--- src/rtl/texture_scan_loader.sv ---
// texture_scan_loader
//   Serialises (addr, data) texture writes onto the tiniest-gpu scan chain.
//   Each accepted request becomes a frame {1'b0, addr, data}, shifted out MSB
//   first. Every bit is framed by SETUP / PHI1 / GAP1 / PHI2 / GAP2, and a
//   one-cycle LOAD strobe ends the word.
// Ports
//   clk, rst_n           clock; reset (asynchronous, active-high)
//   req_valid/req_ready  request handshake; ready only in IDLE
//   req_addr, req_data   request payload, captured on accept
//   cnt_clr              synchronous clear of words_loaded / all_loaded
//   scan_data            serial chain data, stable from SETUP through GAP2
//   scan_phi1/scan_phi2  non-overlapping phase clocks
//   scan_load            end-of-word parallel-load strobe
//   busy                 high from the cycle after accept through LOAD
//   words_loaded         completed word count (wraps)
//   all_loaded           sticky, set when words_loaded reaches 2**ADDR_W
module texture_scan_loader #(
  parameter int ADDR_W     = 11,
  parameter int DATA_W     = 8,
  parameter int PHI_CYCLES = 1,
  parameter int GAP_CYCLES = 1
) (
  input  logic              clk,
  input  logic              rst_n,
  input  logic              req_valid,
  output logic              req_ready,
  input  logic [ADDR_W-1:0] req_addr,
  input  logic [DATA_W-1:0] req_data,
  input  logic              cnt_clr,
  output logic              scan_data,
  output logic              scan_phi1,
  output logic              scan_phi2,
  output logic              scan_load,
  output logic              busy,
  output logic [ADDR_W:0]   words_loaded,
  output logic              all_loaded
);

  localparam int B    = 1 + ADDR_W + DATA_W;
  localparam int BW   = $clog2(B);
  localparam int CMAX = (PHI_CYCLES > GAP_CYCLES) ? PHI_CYCLES : GAP_CYCLES;
  localparam int CW   = $clog2(CMAX + 1);

  localparam logic [CW-1:0]   PHI_LAST = CW'(PHI_CYCLES - 1);
  localparam logic [CW-1:0]   GAP_LAST = CW'(GAP_CYCLES - 1);
  localparam logic [BW-1:0]   BIT_LAST = BW'(B - 1);
  localparam logic [ADDR_W:0] WL_FULL_M1 = {1'b0, {ADDR_W{1'b1}}};

  typedef enum logic [2:0] {
    S_IDLE, S_SETUP, S_PHI1, S_GAP1, S_PHI2, S_GAP2, S_LOAD
  } state_t;

  state_t state, state_d;

  // Only addr/data are held; the leading 0 of the frame is driven directly
  // on accept, so every stored bit is eventually shifted out.
  logic [B-2:0]  sr;
  logic [BW-1:0] bit_idx;
  logic [CW-1:0] cnt;

  always_comb begin
    state_d = state;
    case (state)
      S_IDLE:  if (req_valid) state_d = S_SETUP;
      S_SETUP: state_d = S_PHI1;
      S_PHI1:  if (cnt == PHI_LAST) state_d = S_GAP1;
      S_GAP1:  if (cnt == GAP_LAST) state_d = S_PHI2;
      S_PHI2:  if (cnt == PHI_LAST) state_d = S_GAP2;
      S_GAP2:  if (cnt == GAP_LAST) state_d = (bit_idx == BIT_LAST) ? S_LOAD : S_SETUP;
      S_LOAD:  state_d = S_IDLE;
      default: state_d = S_IDLE;
    endcase
  end

  // Outputs are flops loaded from the next state, so they line up with the
  // state register while having no combinational path from the inputs.
  always_ff @(posedge clk or posedge rst_n) begin
    if (rst_n) begin
      state        <= S_IDLE;
      cnt          <= '0;
      bit_idx      <= '0;
      sr           <= '0;
      scan_data    <= 1'b0;
      scan_phi1    <= 1'b0;
      scan_phi2    <= 1'b0;
      scan_load    <= 1'b0;
      busy         <= 1'b0;
      req_ready    <= 1'b1;
      words_loaded <= '0;
      all_loaded   <= 1'b0;
    end else begin
      state     <= state_d;
      // dwell counter restarts on every state change
      cnt       <= (state_d != state) ? '0 : cnt + 1'b1;
      scan_phi1 <= (state_d == S_PHI1);
      scan_phi2 <= (state_d == S_PHI2);
      scan_load <= (state_d == S_LOAD);
      busy      <= (state_d != S_IDLE);
      req_ready <= (state_d == S_IDLE);

      if (state == S_IDLE && state_d == S_SETUP) begin
        sr        <= {req_addr, req_data};
        bit_idx   <= '0;
        scan_data <= 1'b0;
      end else if (state == S_GAP2 && state_d == S_SETUP) begin
        scan_data <= sr[B-2];
        sr        <= {sr[B-3:0], 1'b0};
        bit_idx   <= bit_idx + 1'b1;
      end else if (state == S_LOAD) begin
        scan_data <= 1'b0;
      end

      // clear beats a coincident LOAD increment
      if (cnt_clr) begin
        words_loaded <= '0;
        all_loaded   <= 1'b0;
      end else if (state == S_LOAD) begin
        words_loaded <= words_loaded + 1'b1;
        if (words_loaded == WL_FULL_M1) all_loaded <= 1'b1;
      end
    end
  end

endmodule

--- config.mk ---
export PLATFORM = sky130hd
export DESIGN_NAME = texture_scan_loader
export DESIGN_NICKNAME = d
export VERILOG_FILES = /design/src/rtl/texture_scan_loader.sv
export SDC_FILE = /design/constraint.sdc
export NUM_CORES = 1
export LEC_CHECK = 0
export CAP_MARGIN = 10
export CORE_UTILIZATION = 52
export DETAILED_ROUTE_END_ITERATION = 10
export PLACE_DENSITY = 0.81
export SYNTH_ARGS = -nofsm -noshare
export SYNTH_HDL_FRONTEND = slang
export SYNTH_SLANG_ARGS = --single-unit
export TNS_END_PERCENT = 100
--- constraint.sdc ---
create_clock -name clk -period 1.9 [get_ports clk]
set_clock_uncertainty 0.2 [all_clocks]
set_input_delay 0.38 -clock clk [delete_from_list [all_inputs] [get_ports clk]]
set_output_delay 0.38 -clock clk [all_outputs]
set_load 0.01 [all_outputs]
-- After elaboration in Yosys (flattened, before gate mapping)
Index checks and enable logic that the tools add are counted.
- $add $sub $neg: 3
- $mul: 0
- divide/modulo/power cells: 0
- $lt $le $gt $ge: 0
- equal/unequal tests: 13
- shifts and indexed selects: 0
- multiplexer cells: 20
- bitwise logic cells: 0
- reductions and logical operators: 10
- operators by type and width (cell ; count):
    $mux 19 ; 2
    $mux 12 ; 2
    $mux 3 ; 6
    $pmux 3 s6 ; 1
    $eq 3x3->1 const B ; 5
    $add 12x1->12 const B ; 1
    $eq 12x11->1 const B ; 1
    $mux 5 ; 2
    $eq 3x2->1 const B ; 3
    $mux 1 ; 7
    $eq 3x1->1 const B ; 2
    $logic_not 3->1 ; 2
    $reduce_bool 2->1 ; 3
    $reduce_bool 3->1 ; 2
    $add 5x1->5 const B ; 1
    $eq 5x5->1 const B ; 1
    $ne 3x3->1 ; 1
    $logic_and 1x1->1 ; 2
    $reduce_and 2->1 ; 1
    $add 1x1->1 const B ; 1
- register bits after elaboration: 47
- bits in latches: 0
- RAM bits: 0
- memory bits (read-only): 0
- bits of input ports: 23
- output and inout port bits: 19
- word-level logic and storage cells: 58
- memories kept: 0

-- Logic depth before layout (Yosys ltp)
- word-level depth: 8
- mapped depth: 6
- depth with buffers taken out: 4

-- Least setup slack after synthesis
OpenSTA, ideal clock, no wires.
- kind: register -> register
- start: reg bit_idx[0]
- end: reg sr[1]
- setup time: 126 ps
- arrival time: 1425 ps
- required time: 1574 ps
- path slack: 149 ps
- cell stages (with the launch flop): 6
- path buffers: 1
- clock period less this slack: 1751 ps
- cells stage by stage: dfrtp_1 ha_1 nand4bb_1 clkbuf_1 and3_1 a221o_1
- cells in the longest elaborated chain, start to end: 7
- elaborated cells between the ends (all ways): 9
- those cells by class: 2 x eq/ne; 4 x mux; 3 x reduce/logical
- RTL lines (item ; RTL line ; text):
    start: declaration ; 58 ; logic [BW-1:0] bit_idx;
    start signal: assignment ; 108 ; bit_idx <= bit_idx + 1'b1;
    $eq 5x5->1 (*) ; 69 ; S_GAP2: if (cnt == GAP_LAST) state_d = (bit_idx == BIT_LAST) ? S_LOAD : S_SETUP;
    $mux 3 (*) (2 in a row) ; 69 ;
    $pmux 3 s6 (*) ; 63 ; case (state)
    $eq 3x1->1 (*) ; 101, 105 ;
    $logic_and 1x1->1 (on tied branches) ; 101, 105 ;
    $mux 19 / $reduce_bool 2->1 (equally long branches) ; n/a ;
    end signal: assignment ; 102 ; sr <= {req_addr, req_data};
    end signal: assignment ; 107 ; sr <= {sr[B-3:0], 1'b0};
    end: declaration ; 57 ; logic [B-2:0] sr;
Mark *: on every way between the ends. The rest lies on a longest branch, timed or not.
A chain may end at the register's enable or synchronous reset.

-- Worst setup path after layout
- start: reg bit_idx[1]
- end: reg sr[10]
The elaborated chain is that of the path after synthesis.

==> metrics.md <==
| Metric | Value |
|---|---|
| Status | `finished, final reports clean` |
| R2r startpoint | `bit_idx[1]` |
| Core area | `4140 sq um` |
| Worst-Margin Slew | `0.400 ns` |
| Share of layout cells above drive strength 1 | `15.9%` |
| Power per standard cell area | `1070 nW/um^2` |
| Dpl hpwl | `3500 microns` |
| Root Buffer | `clkbuf_8` |
| Worst path required time | `1.88 ns` |
| 1st-pass router iterations | `4` |
| CTS tree | `done` |
| Worst Setup SP | `bit_idx[1]` |
| Warnings, synthesis | `0` |
| Die Ht | `68.9 microns` |
| Worst Hold Class | `input port to async pin` |
| MaxCap Viol Count | `0` |
| Max Clk Rate | `528 MHz` |
| Worst-skew pair later-pin latency | `0.30 ns` |
| Placer Congestion | `0.829` |
| Final Util | `73.0%` |
| First-pass GRT wire length | `8390 microns` |
| IO buf count | `41` |
| Post-DP Area | `2870 sq um` |
| # diodes | `0` |
| Cells after synthesis | `211` |
| Fillers | `314` |
| Final Hold Vio Count | `0` |
| Max_slew headroom | `73.3%` |
| Syn Nets | `236` |
| Capture point of the worst reg-to-reg path | `sr[10]` |
| Startpoint Class | `register` |
| Ports | `42` |
| Clock-pin slew on the worst setup and hold paths | `0.09 ns` |
| Final setup fails | `0` |
| Worst vdd ir | `0.000758 V` |
| Die ar. | `4750 sq um` |
| Period utilization | `99.6%` |
| Vias in the first global route | `1,776` |
| Synth Cell Area | `2330 sq um` |
| Initial DRC Count | `136` |
| Final min period | `1.89 ns` |
| CTS H-Tree Depth | `2` |
| Commonest cells after routing, fill and taps aside | `dfrtp_1 (44), clkdlybuf4s50_1 (36), buf_4 (22)` |
| R2R depth | `5` |
| Vias | `1,905` |
| Worst EP arrival | `1.87 ns` |
| EDFF count, synth | `0` |
| CP endpoint | `sr[10]` |
| Clock sinks | `47` |
| Synthesis-to-finish area growth | `30.0%` |
| Drt drc | `0` |
| Clock Tree Buf Depth | `2` |
| Antenna violations before repair | `0` |
| Library cells used by synthesis | `50` |
| Yosys reg bits | `47` |
| Fin nets | `294` |
| Final wirelength | `5120 microns` |
| RSZ-0062 raised after global routing | `true` |
| Most used DFF post-synth | `dfrtp_1` |
| All-Layer GR Usage | `24.2%` |
| Row cnt | `23` |
| FF-to-FF setup slack | `0.007 ns` |
| Die W | `68.9 microns` |
| Total grt overflow | `0` |
| Largest net degree at the start of global routing | `21` |
| Post-synthesis sequential area ratio | `50.6%` |
| Static leakage | `1.47 nW` |
| Crit path kind | `register to register` |
| Async set-reset flop share out of synthesis | `100%` |
| Fin. max-slew vios | `0` |
| Design area | `3030 sq um` |
| CP Capture Type | `register` |
| Initial Util | `56.2%` |
| Hold_buf cts | `0` |
| Crit-path max FO | `20` |
| Antenna viol nets, final | `0` |
| Per-cell routed wire length | `16.0 microns` |
| Post-synthesis average cell area | `11.0 sq um` |
| Via-per-instance ratio | `5.95` |
| CTS buffer count | `5` |
| Most common cell after layout, fill and taps aside | `dfrtp_1` |
## cells by family (layout without fill, tap and decap cells)
kind of cell,after synthesis,in the layout,share of synthesized area (%)
AND/OR/NAND/NOR,85,85,23.8
buffers and inverters,21,80,5.53
adder cells (fa/ha/maj),2,2,1.07
XOR/XNOR,1,1,0.376
AO/OA/AOI/OAI,47,47,15.0
flip-flops,47,47,50.6
multiplexers,8,8,3.65
## metal layers
layer | global-route usage (%) | part of all wire [%]
met5 | 0 | 0
met4 | 8.67 | 1.1
met3 | 5.43 | 4.0
met2 | 37.0 | 47
met1 | 33.5 | 47
## area by class of cell
class	instances	area [sq um]	area share [%]
clock buffer	7	76.3	2.52
clock inverter	1	5.00	0.165
inverter	6	22.5	0.744
multi-input combinational	143	1040	34.5
sequential	47	1180	39.0
tap	50	62.6	2.07
timing repair buffer	66	636	21.0
## power breakdown
part	total, mW	switching, mW	internal [mW]
clock network	0.587	0.328	0.259
logic	1.14	0.517	0.626
registers	1.51	0.208	1.30
total	3.24	1.05	2.19
## state kept, by name (all words and copies together), names as in the netlist, 3 cells and up
signal,count
sr,19
bit_idx,5
state,3
words_loaded,12
## worst min path at each step
stage                      end  slack (ns)
3_5_place_dp            sr[11]        0.29
5_1_grt        words_loaded[6]        0.16
3_3_place_gp             sr[3]        0.29
2_1_floorplan       bit_idx[4]        0.26
6_report       words_loaded[6]        0.13
4_1_cts        words_loaded[6]        0.14
## per-stage QoR
stage / hold slack [ns] / TNS [ns] / std cells / total power [mW] / setup WS (ns)
global placement: 0.289 / -4.52 / 308 / 2.56 / -0.248
floorplan: 0.259 / 0 / 211 / 2.26 / 0.149
CTS: 0.141 / 0 / 316 / 3.19 / 0.00303
detailed placement: 0.289 / -5.08 / 308 / 2.61 / -0.279
finish: 0.129 / 0 / 320 / 3.24 / 0.00739
global route: 0.156 / -0.835 / 320 / 3.45 / -0.0760
## worst max-delay path: stages (launching register included)
cell and delay, ns:
dfrtp_1 0.37, ha_1 0.25, nand4bb_1 0.26, buf_6 0.25
and3_1 0.18, a221o_1 0.26
## cells in the mapped netlist (all sizes together), types with 2 or more instances
cell | count | area [sq um]
a21oi | 12 | 63.8
a221o | 15 | 150
and3 | 14 | 87.6
buf | 10 | 87.6
clkbuf | 5 | 18.8
dfrtp | 46 | 1150
ha | 2 | 25.0
inv | 6 | 22.5
mux2 | 4 | 45.0
mux2i | 4 | 40.0
nand2 | 13 | 48.8
nand2b | 4 | 25.0
nand3 | 6 | 30.0
nand3b | 2 | 27.5
nand4 | 3 | 48.8
nand4b | 3 | 32.5
nand4bb | 2 | 22.5
nor2 | 14 | 52.6
nor2b | 4 | 25.0
nor3 | 3 | 15.0
nor4 | 3 | 18.8
nor4bb | 2 | 26.3
o21ai | 9 | 45.0
o31ai | 3 | 22.5
or3 | 4 | 25.0
or4 | 4 | 30.0
## repair_timing
action | 4_1_cts | 5_1_grt
setup buffers | 0 | 4
resized for setup | 3 | 7
endpoints found under the setup margin | 18 | 35
endpoints found under the hold margin | 0 | 0
pin swaps | 1 | 1
No activity file was read; power rests on OpenSTA's default activity.
